File: src/rtl/fetch_ctrl.sv
// fetch_ctrl: instruction-fetch sequencer.
//   Owns the PC update policy. Each cycle it produces next_inst_address and
//   pc_en for pc_reg. On an I-cache miss it freezes the PC and runs a
//   request/ack/done refill handshake. Redirects (jump/branch) and hazard
//   stalls are merged here. A redirect seen mid-miss is parked and replayed
//   once the refill has landed.
// Ports:
//   clk, rst             clock, synchronous active-high reset
//   inst_address         current PC (from pc_reg)
//   icache_hit           line holding inst_address is resident
//   stall                hazard hold request
//   jump/jump_target     jump redirect (wins over branch)
//   branch_taken/_target taken-branch redirect
//   refill_ack/_done     memory-side handshake
//   next_inst_address    D input of pc_reg
//   pc_en                pc_reg write enable (pc_reg.hit)
//   fetch_valid          instruction at inst_address is valid for IF/ID
//   refill_req/_addr     line refill request, line-aligned address
//   miss_count           saturating I-cache miss counter
module fetch_ctrl #(
  parameter logic [31:0] RESET_PC   = 32'h0000_0000,
  parameter int unsigned LINE_BYTES = 16
) (
  input  logic        clk,
  input  logic        rst,
  input  logic [31:0] inst_address,
  input  logic        icache_hit,
  input  logic        stall,
  input  logic        jump,
  input  logic [31:0] jump_target,
  input  logic        branch_taken,
  input  logic [31:0] branch_target,
  input  logic        refill_ack,
  input  logic        refill_done,
  output logic [31:0] next_inst_address,
  output logic        pc_en,
  output logic        fetch_valid,
  output logic        refill_req,
  output logic [31:0] refill_addr,
  output logic [31:0] miss_count
);

  localparam logic [31:0] LINE_MASK = ~(32'(LINE_BYTES) - 32'd1);

  typedef enum logic [1:0] {S_FETCH, S_MISS_REQ, S_MISS_WAIT, S_RETRY} state_e;

  state_e      state_q, state_d;
  logic        pend_vld_q, pend_vld_d;
  logic [31:0] pend_tgt_q, pend_tgt_d;
  logic [31:0] refill_addr_q, refill_addr_d;
  logic [31:0] miss_count_q, miss_count_d;

  logic        redirect;
  logic [31:0] redir_tgt;

  assign redirect  = jump | branch_taken;
  assign redir_tgt = jump ? jump_target : branch_target;

  always_comb begin
    state_d           = state_q;
    pend_vld_d        = pend_vld_q;
    pend_tgt_d        = pend_tgt_q;
    refill_addr_d     = refill_addr_q;
    miss_count_d      = miss_count_q;
    pc_en             = 1'b0;
    next_inst_address = inst_address;
    fetch_valid       = 1'b0;

    unique case (state_q)
      S_FETCH: begin
        if (redirect) begin
          pc_en             = 1'b1;
          next_inst_address = redir_tgt;
        end else if (stall) begin
          pc_en = 1'b0;
        end else if (icache_hit) begin
          pc_en             = 1'b1;
          next_inst_address = inst_address + 32'd4;
          fetch_valid       = 1'b1;
        end else begin
          refill_addr_d = inst_address & LINE_MASK;
          if (miss_count_q != 32'hFFFF_FFFF) miss_count_d = miss_count_q + 32'd1;
          state_d = S_MISS_REQ;
        end
      end

      S_MISS_REQ, S_MISS_WAIT: begin
        // PC frozen, stall irrelevant; newest redirect wins the parking slot.
        if (redirect) begin
          pend_vld_d = 1'b1;
          pend_tgt_d = redir_tgt;
        end
        if (state_q == S_MISS_REQ) begin
          // done may ride along with ack; skip the wait state in that case.
          if (refill_ack) state_d = refill_done ? S_RETRY : S_MISS_WAIT;
        end else if (refill_done) begin
          state_d = S_RETRY;
        end
      end

      S_RETRY: begin
        if (redirect) begin
          pc_en             = 1'b1;
          next_inst_address = redir_tgt;
        end else if (pend_vld_q) begin
          pc_en             = 1'b1;
          next_inst_address = pend_tgt_q;
        end
        pend_vld_d = 1'b0;
        state_d    = S_FETCH;
      end

      default: state_d = S_FETCH;
    endcase

    // Reset loads RESET_PC into pc_reg on the same edge that clears state.
    if (rst) begin
      pc_en             = 1'b1;
      next_inst_address = RESET_PC;
      fetch_valid       = 1'b0;
    end
  end

  always_ff @(posedge clk) begin
    if (rst) begin
      state_q       <= S_FETCH;
      pend_vld_q    <= 1'b0;
      pend_tgt_q    <= 32'd0;
      refill_addr_q <= 32'd0;
      miss_count_q  <= 32'd0;
    end else begin
      state_q       <= state_d;
      pend_vld_q    <= pend_vld_d;
      pend_tgt_q    <= pend_tgt_d;
      refill_addr_q <= refill_addr_d;
      miss_count_q  <= miss_count_d;
    end
  end

  assign refill_req  = (state_q == S_MISS_REQ);
  assign refill_addr = refill_addr_q;
  assign miss_count  = miss_count_q;

endmodule

File: config.mk
export PLATFORM = sky130hd
export DESIGN_NAME = fetch_ctrl
export DESIGN_NICKNAME = d
export VERILOG_FILES = /design/src/rtl/fetch_ctrl.sv
export SDC_FILE = /design/constraint.sdc
export NUM_CORES = 1
export LEC_CHECK = 0
export CORE_MARGIN = 2
export CORE_UTILIZATION = 47
export CTS_CLUSTER_SIZE = 14
export DETAILED_ROUTE_END_ITERATION = 10
export GPL_TIMING_DRIVEN = 0
export PLACE_DENSITY_LB_ADDON = 0.1
export SLEW_MARGIN = 20
export SYNTH_ARGS = -nofsm -noshare
export SYNTH_HDL_FRONTEND = slang
export SYNTH_SLANG_ARGS = --single-unit
File: constraint.sdc
create_clock -name clk -period 3.35 [get_ports clk]
set_clock_uncertainty 0.2 [all_clocks]
set_input_delay 0.335 -clock clk [delete_from_list [all_inputs] [get_ports clk]]
set_output_delay 0.335 -clock clk [all_outputs]
set_load 0.01 [all_outputs]
Word level (Yosys, flattened, before mapping)
Index checks and enable logic that the tools add are counted.

word-level totals
  logic and storage cells = 57
  bits in registers = 95
  bits of input ports = 104

cells by class
  eq/ne operators = 10
  bitwise gates (word level) = 4
  add/sub/neg operators = 2
  reduce and logical (&&, ||, !) cells = 8
  mux-type cells = 28

operator list
  kind                                           number
  two-way mux 32 bit                             7
  one-hot mux 32 bit (2 select lines)            1
  adder 32 x 1 -> 32 bit, second input constant  1
  adder 32 x 3 -> 32 bit, second input constant  1
  inequality test 32 bit, second input constant  1
  two-way mux 2 bit                              6
  two-way mux 1 bit                              11
  AND reduction 5 bit                            2
  inequality test 2 bit, second input constant   4
  inequality test 3 bit, second input constant   2
  one-hot mux 2 bit (3 select lines)             1
  == test 2 bit, second input constant           2
  one-hot mux 1 bit (2 select lines)             2
  AND reduction 2 bit                            2
  AND reduction 4 bit                            1
  inverter 1 bit                                 3
  == test 2 x 1 -> 1 bit, second input constant  1
  zero test 2 bit                                1
  nonzero test 2 bit                             1
  OR reduction 2 bit                             1
  OR 1 bit                                       1

Depth between registers and ports, before layout
Gate-level depths: netlist (run 1).

  word-level depth = 6
  mapped depth = 10
  gate-level depth less buffers = 7

Least setup slack after synthesis (run 1)
OpenSTA, ideal clock, no wires.

  kind = in2out
  from = input port inst_address[7]
  to = output port next_inst_address[27]
  stages on the path = 7
  required time = 2815 ps
  buffers on the path = 2
  path slack = 685 ps
  data arrival time = 2130 ps
  path through = clkbuf_1 -> nand4_1 -> nor4_1 -> clkbuf_1 -> nand4_1 -> a21o_1 -> a221oi_1

on the way
  longest elaborated chain between the ends = 6

RTL lines
  what                                 line  text
  start: declaration                   26    input logic [31:0] inst_address,
  adder 32 x 3 -> 32 bit               78    next_inst_address = inst_address + 32'd4;
  two-way mux 32 bit                   76    end else if (icache_hit) begin
  two-way mux 32 bit                   74    end else if (stall) begin
  two-way mux 32 bit                   71    if (redirect) begin
  one-hot mux 32 bit (2 select lines)  69    unique case (state_q)
  two-way mux 32 bit                   117   if (rst) begin
  end: declaration                     35    output logic [31:0] next_inst_address,

No other way between the ends.

Worst setup path after layout (run 1)
  from = register state_q[1]
  to = output port next_inst_address[14]

on the way
  longest elaborated chain between the ends = 3
  elaborated cells between the ends (all ways) = 4

RTL lines
  what                                                     line  text
  start: declaration                                       47    state_e state_q, state_d;
  start signal: assignment                                 132   state_q <= state_d;
  == test 2 bit / zero test 2 bit (equally long branches)  69
  one-hot mux 32 bit (2 select lines) *                    69
  two-way mux 32 bit *                                     117

Mark *: on every way between the ends. The rest lies on a longest branch, timed or not.

==> results.cfg, run 1 <==
[cts]
cts_max_level = 3
cts.path.max_buffers = 2
cts_tree = done
clkLatencyLatePin_ns = 0.37
root_buffer = clkbuf_16
numCtsBuffers = 9
clk_pin_slew_ns = 0.07
hold_buffers = 0
cts_num_sinks = 95

[synth]
synth_compound_gate_area_share_pct = 28.56
synth_mux_area_share_pct = 9.003
yosysMostFrequentCell = nand2_1
synth_edf_count = 0
synth_top_area_share_pct = 28.69
syn_inst = 907
synth_ff_type = dfxtp_1
synth.distinct_cells = 68
synth_area_leaders = dfxtp_1, mux2i_1, a21oi_1
ys_async_sr_fraction_pct = 0
synth_largest_area_cell = dfxtp_1
synth-seq-cells = 95
yosys-top-cells-count = nand2_1, dfxtp_1, nor2_1
synthXorXnorAreaFrac_pct = 0.9249
yosysWarnings = 0
synth_top_family_by_area = compound AO/OA/AOI/OAI gates
syn_avg_cell_area_um2 = 7.309
synthSimpleGateAreaFrac_pct = 24.97
syn_area_um2 = 6629
synth-adder-area-share_pct = 0.9438
ys_seq_area_share_pct = 28.69

[placed_design]
numPortBuffers = 192
placed_area_um2 = 8787
place_hpwl_um = 20230
pre_cts_slack_ns = -1.035
gp_congestion = 1.028

[final_layout]
num_antenna_cells = 0
multi_input_area_um2 = 4488
seq_area_um2 = 1903
fill_cells = 1222
layout-drive-gt1-share_pct = 11.39
fin_area_um2 = 9454
syn2layout_area_growth_pct = 42.62
fin_nets = 1228

[timing]
setup_viol = 0
drv_slew = 0
hold_viol = 0
fmax_mhz = 299.5
period_minus_slack_ns = 3.339
rsz0062_at_grt = true
min_period_over_period_pct = 99.68
fin_ws_ns = 0.01083
tightest_slew_ns = 0.7017
slew_headroom_pct = 53.22

[die]
die_area_um2 = 15070
rows = 43
core-area_um2 = 13830
die_y_um = 122.8
die_w_um = 122.8
ios = 203
start_util_pct = 47.94

[worst_setup_path]
endpoint = next_inst_address[14]
r2r-start = state_q[1]
crit-reg2reg-capture = pend_tgt_q[28]
reg2reg_depth = 10
crit_path_start = state_q[1]
reg2reg_setup_slack_ns = 0.16
startpoint_type = flop
cp.arrival_ns = 2.80
required_ns = 2.81
crit_fanout = 9
path_class = reg -> out
end_kind = output port

[routing]
wirelength_um = 27010
wl_per_cell_um = 20.71
vias = 8120
detail-route-antenna-nets = 0
drc = 0
firstDrtPassIters = 5
viasPerCell = 6.227
dr.first_iter.drc_count = 923

[global_route]
grt_pass1_vias = 7583
grt_pass1_wl_um = 41060
grt_max_degree = 19
grt_util_all_layers_pct = 35.56
grt-ovfl-total = 0
antenna_found_initial = 0

[power]
power_density_nw_per_um2 = 556.0
p_leak_nw = 3.400
vdd_ir_drop_max_uv = 351.2

[hold_path]
min_path_type = in -> reg

[status]
status = finished clean

[job]
maxCapViolations = 0
[metal layers]
layer | vias up | share of wire (%) | GRT usage, %
li1 | 3800 | - | -
met1 | 3698 | 39 | 44.30
met2 | 524 | 46 | 57.39
met3 | 98 | 10 | 8.086
met4 | 0 | 4.8 | 17.96
met5 | - | 0 | 0
[power breakdown]
part	internal [mW]	switching (mW)	total, mW
logic	1.19	1.60	2.79
clock network	0.520	0.521	1.04
registers	1.30	0.128	1.43
[final cells by class]
type | instances | share of cell area [%]
Multi-Input combinational cell | 699 | 47.47
Timing Repair Buffer | 205 | 21.31
Sequential cell | 95 | 20.13
Buffer | 79 | 4.394
Clock buffer | 9 | 2.382
Tap cell | 180 | 2.382
Inverter | 30 | 1.271
Clock inverter | 7 | 0.6617
[sequential cells by signal, summed over array words and instances (netlist names)]
name	flops
pend_vld_q	1
refill_addr	28
pend_tgt_q	32
state_q	2
miss_count	32
[kinds of logic (layout without fill, tap and decap cells)]
group | count (synthesis) | in the layout
other | 1 | 4
and+or+nand+nor | 339 | 339
DFF | 95 | 95
adders and majority gates | 5 | 5
AOI/OAI and AO/OA | 286 | 286
buffers and inverters | 116 | 330
xor gates and xnor gates | 7 | 7
muxes | 58 | 58
[metrics by stage]
| stage | hold slack, ns | power [mW] | std cells | TNS (ns) | utilization (%) |
|---|---|---|---|---|---|
| finish | 0.1370 | 5.257 | 1304 | 0 | 68.37 |
| global placement | 0.2424 | 3.915 | 1282 | -21.62 | 63.55 |
| global route | 0.1447 | 5.468 | 1304 | -0.2195 | 68.37 |
| floorplan | 0.2710 | 2.846 | 910 | 0 | - |
| CTS | 0.1396 | 5.055 | 1300 | -0.06509 | 67.37 |
| detailed placement | 0.2485 | 3.924 | 1282 | -21.95 | 63.55 |
[repair_timing]
action	4_1_cts	5_1_grt
resized for setup	102	45
pin swaps	6	2
buffers inserted	8	5
endpoints found under the setup margin	33	26
[worst min-delay path by stage]
stage,startpoint,endpoint,cells after the start
6_report,inst_address[7],refill_addr[7],3
5_1_grt,inst_address[7],refill_addr[7],3
3_5_place_dp,refill_addr[19],refill_addr[19],2
4_1_cts,inst_address[5],refill_addr[5],3
2_1_floorplan,inst_address[10],refill_addr[10],2
3_3_place_gp,refill_addr[14],refill_addr[14],2
[worst max-delay path: stages, from the launching register on]
cell and delay (ns):
dfxtp_1 0.39, inv_1 0.11, ha_4 0.39, clkinvlp_4 0.23, nor2_1 0.44, a31o_2 0.18, a22o_1 0.15, clkdlybuf4s50_1 0.54
[cells in the final DEF, fill, tap and decap left out, drive strengths merged, types with 8 or more instances in the layout]
| cell type | n |
|---|---|
| clkdlybuf4s50 | 162 |
| nand2 | 107 |
| dfxtp | 95 |
| nor2 | 91 |
| a21oi | 88 |
| clkbuf | 71 |
| mux2i | 45 |
| o21ai | 44 |
| a211oi | 41 |
| inv | 31 |
| buf | 31 |
| o31ai | 28 |
| nand4 | 23 |
| or4 | 23 |
| nand3 | 22 |
| dlygate4sd2 | 17 |
| nor3 | 15 |
| a221oi | 14 |
| mux2 | 13 |
| dlymetal6s2s | 9 |
| nor4 | 9 |
| and3 | 8 |
No activity file was read; power rests on OpenSTA's default activity.
==> inputs of run 2 (changes only) <==
Settings changed: CAP_MARGIN from default to 20, CORE_UTILIZATION 47 to 40.
==> run 2 against run 1 <==
- sequential cell count unchanged
- combinational power is essentially flat
- die area up 17%
- sequential power barely moved
- worst hold slack better by 0.0015 ns
- critical path type unchanged
==> results.cfg, run 2 (synthesized netlist as in run 1, its figures left out) <==
[global_route]
grt_util_all_layers_pct = 31.09
grt_pass1_wl_um = 42880
antenna_found_initial = 0
grt_max_degree = 20
grt_pass1_vias = 7466
grt-ovfl-total = 0

[worst_setup_path]
crit_path_start = pend_vld_q
path_class = reg -> out
required_ns = 2.81
end_kind = output port
startpoint_type = flop
cpPeakStageDelay_ns = 0.62
slowest_stage = buf_1
path_cells = buf_1 -> mux2_2 -> a21oi_1 -> o31ai_1 -> a22o_1 -> clkdlybuf4s50_1
reg2reg_depth = 9
worstSetupPathDepth = 6
cp.arrival_ns = 2.79
reg2reg_setup_slack_ns = 0.26
crit-reg2reg-capture = pend_tgt_q[23]
endpoint = next_inst_address[24]
worst-path-buf-inv = 2
r2r-start = state_q[1]
crit_family = buffers and inverters
crit_fanout = 10

[hold_path]
min_path_type = in -> reg

[final_layout]
syn2layout_area_growth_pct = 43.07
layout_commonest_cell = clkdlybuf4s50_1
layout-drive-gt1-share_pct = 11.39
num_antenna_cells = 0
final_cell_mix = clkdlybuf4s50_1, nand2_1, dfxtp_1
final_core_util_pct = 57.81
fin_nets = 1228

[placed_design]
place_hpwl_um = 21000
numPortBuffers = 192
gp_congestion = 0.9740

[cts]
clkLatencyLatePin_ns = 0.37
cts_tree = done
root_buffer = clkbuf_16
cts_max_level = 3
cts_num_sinks = 95
clk_pin_slew_ns = 0.07
cts.path.max_buffers = 2
numCtsBuffers = 9

[power]
netSwitchingPower_mw = 2.271
p_clk_share_pct = 19.7
p_total_mw = 5.248
power_density_nw_per_um2 = 553.3
p_seq_share_pct = 27.0
internal-power_mw = 2.977
p_leak_nw = 3.381
pwr-share-comb_pct = 53.2
netSwitchingFraction_pct = 43.28
vdd_ir_drop_max_uv = 293.9

[die]
start_util_pct = 40.40
die_y_um = 132.7
die_area_um2 = 17620
rows = 47
core-area_um2 = 16410
die_w_um = 132.7
ios = 203

[routing]
viasPerCell = 6.129
firstDrtPassIters = 6
wirelength_um = 28210
dr.first_iter.drc_count = 1009
wl_per_cell_um = 20.99
vias = 8237
drc = 0
detail-route-antenna-nets = 0

[timing]
min_period_over_period_pct = 99.32
hold_viol = 0
hold_slack_ns = 0.1384
setup_viol = 0
period_minus_slack_ns = 3.327
slew_headroom_pct = 47.50
drv_slew = 0
tightest_slew_ns = 0.7874
fmax_mhz = 300.6
rsz0062_at_grt = true

[status]
status = finished clean

[job]
maxCapViolations = 0
-- run 2: worst min-delay path by stage --
| stage | from | end | slack (ns) | cells past startpoint |
|---|---|---|---|---|
| CTS | inst_address[5] | refill_addr[5] | 0.15 | 3 |
| finish | inst_address[23] | refill_addr[23] | 0.14 | 3 |
| detailed placement | refill_addr[30] | refill_addr[30] | 0.25 | 2 |
| floorplan | inst_address[10] | refill_addr[10] | 0.27 | 2 |
| global route | inst_address[23] | refill_addr[23] | 0.15 | 3 |
| global placement | refill_addr[21] | refill_addr[21] | 0.24 | 2 |
-- run 2: per-layer routing --
metal	vias up	track usage, %	share of wire [%]
met5	-	0	0
met4	0	13.98	3.9
met3	89	5.556	11
met2	536	49.63	45
met1	3828	41.01	40
li1	3784	-	-
-- run 2: power by group through the flow --
stage	Combinational (mW)	Sequential [mW]	Clock, mW
finish	2.79	1.42	1.04
CTS	2.65	1.41	1.04
global placement	2.53	1.43	0
detailed placement	2.51	1.43	0
global route	2.95	1.43	1.09
floorplan	1.45	1.39	0
-- run 2: stage by stage --
stage          worst slack (ns)  cells  cell area [µm²]   TNS, ns
6_report                0.02280   1344             9484         0
5_1_grt               -0.006524   1344             9484  -0.01224
4_1_cts                -0.02224   1342             9387  -0.02224
3_5_place_dp             -1.078   1322             8837    -23.45
3_3_place_gp             -1.058   1322             8837    -23.58
2_1_floorplan            0.6852    910             6640         0
-- run 2: repair_timing --
action / 4_1_cts / 5_1_grt
hold endpoints to repair: 0 / 0
setup endpoints to repair: 33 / 33
resized for setup: 106 / 39
buffers inserted: 12 / 3
hold buffers: 0 / 0
pin swaps: 8 / 5
-- run 2: final cells by class --
type                       instances  area, µm²
buffer                            77      404.1
clock buffer                       9      225.2
clock inverter                     7      55.05
fill                            1592       6923
inverter                          30      123.9
multi-input combinational        699       4477
sequential                        95       1903
tap                              220      275.3
timing repair buffer             207       2021
-- run 2: worst reg2reg max path, delay by kind of cell (launching register included) --
kind	cells	cell delay, ns
buffers and inverters	5	1.58
adder cells (fa/ha/maj)	1	0.40
flip-flops	1	0.36
AND/OR/NAND/NOR	2	0.27
AO/OA/AOI/OAI	1	0.21
==> inputs of run 3 (changes only) <==
Settings changed: CORE_MARGIN 2 to default.
==> run 3 against run 2 <==
- worst hold slack better by 0.022 ns
- cell area shrank 0.65%
- fmax fell by 0.12%
- core utilization grew 0.87 points
- sequential cell count unchanged
- critical path depth up 2
- die area is 3.0% lower
- via count shrank 0.24%
- non-clock buffer count decreased by 7
- clock-buffer cell count is 1 higher
- sequential power hardly changed
- critical endpoint is now next_inst_address[16]
- highest routed layer unchanged
==> results.cfg, run 3 (synthesized netlist as in run 1, its figures left out) <==
[global_route]
grt_max_degree = 16
antenna_found_initial = 0
grt_pass1_wl_um = 42860
grt_pass1_vias = 7457
grt_util_all_layers_pct = 33.68
grt-ovfl-total = 0

[worst_setup_path]
required_ns = 2.81
crit_fanout = 10
startpoint_type = flop
cp.arrival_ns = 2.80
end_kind = output port
path_class = reg -> out

[final_layout]
final_cell_mix = clkdlybuf4s50_1, nand2_1, dfxtp_1
syn2layout_area_growth_pct = 42.15
fin_nets = 1221
layout-drive-gt1-share_pct = 10.84
layout_commonest_cell = clkdlybuf4s50_1
finalNonFillerCells = 1333

[power]
p_leak_nw = 3.301
netSwitchingPower_mw = 2.229
p_total_mw = 5.245
p_seq_share_pct = 27.2
internal-power_mw = 3.016
pwr-share-comb_pct = 52.6
netSwitchingFraction_pct = 42.50
vdd_ir_drop_max_uv = 346.1
p_clk_share_pct = 20.2
power_density_nw_per_um2 = 556.6

[timing]
period_minus_slack_ns = 3.331
setup_viol = 0
drv_slew = 0
fin_ws_ns = 0.01880
tightest_slew_ns = 0.7660
slew_headroom_pct = 48.94
fmax_mhz = 300.2
hold_viol = 0
min_period_over_period_pct = 99.44

[die]
start_util_pct = 41.28
ios = 203
rows = 46
die_area_um2 = 17090
die_y_um = 130.7
core-area_um2 = 16060
die_w_um = 130.7

[cts]
numCtsBuffers = 9
clk_pin_slew_ns = 0.07
root_buffer = clkbuf_16
cts_tree = done
cts_num_sinks = 95
clkLatencyLatePin_ns = 0.36
cts.path.max_buffers = 2
cts_max_level = 3

[routing]
firstDrtPassIters = 7
viasPerCell = 6.164
drc = 0
vias = 8217
dr.first_iter.drc_count = 902
wl_per_cell_um = 21.42
wirelength_um = 28560
detail-route-antenna-nets = 0

[placed_design]
dp.cells = 1318
place_hpwl_um = 21140
numPortBuffers = 192
gp_congestion = 0.9756
pre_cts_slack_ns = -1.127

[job]
maxCapViolations = 0

[status]
status = finished clean

[hold_path]
min_path_type = in -> reg
## run 3: cell count changes in the layout (fill, tap and decap cells not counted), sizes merged, moves of 2 or more
cell / change
dlymetal6s2s: -4
clkdlybuf4s50: +2
inv: -2
clkbuf: +10
buf: -15
clkinvlp: -2
## run 3: power by group through the flow
stage,clock [mW],sequential [mW],combinational [mW]
final,1.06,1.43,2.76
after global routing,1.12,1.43,2.92
after CTS,1.06,1.41,2.65
after detailed placement,0,1.43,2.54
after global placement,0,1.44,2.54
after floorplan,0,1.39,1.45
## run 3: layout make-up
type                    instances  area, µm²
diodes                          1      2.502
clock buffers                  10      229.0
flip-flops and latches         95       1904
multi-input cells             699       4481
clock inverters                 5      57.56
repair buffers                198       1937
fillers                      1534       6635
well taps                     216      270.3
plain buffers                  79      426.7
inverters                      30      115.1
## run 3: stage by stage
step,hold WS (ns),cell area (µm²),setup TNS [ns],utilization [%]
6_report,0.1603,9423,0,58.68
5_1_grt,0.1703,9420,-0.03144,58.66
4_1_cts,0.1690,9335,-0.02169,58.13
3_5_place_dp,0.2457,8832,-24.91,55.00
3_3_place_gp,0.2425,8832,-25.70,55.00
2_1_floorplan,0.2710,6640,0,-
## run 3: metal layers
metal	global-route usage, %	wire length (µm)	up-vias
li1	-	-	3792
met2	54.87	13190	476
met3	7.248	2806	85
met1	42.84	11440	3864
met4	14.54	1122	0
met5	0	0	-
## run 3: critical path, cell delays in order (launching register included)
cell and delay, ns:
dfxtp_2 0.38, inv_1 0.09, ha_4 0.32, nor2_4 0.18, clkbuf_8 0.21, o211ai_1 0.19
o31ai_1 0.33, o2bb2ai_2 0.16, clkdlybuf4s50_1 0.56
## run 3: timing repair
item	in CTS	in global routing
setup endpoints to repair	33	17
buffers inserted	4	2
hold buffers	0	0
resized for setup	110	32
pin swaps	4	4
## run 3: worst paths after layout
kind                                              end             start  cells after the start  slack (ns)
worst max-delay path            next_inst_address[16]        state_q[0]                      8        0.02
worst min-delay path                  refill_addr[10]  inst_address[10]                      3        0.16
worst max register to register        refill_addr[22]        state_q[0]                      9        0.23
worst min register to register        refill_addr[15]   refill_addr[15]                      2        0.25
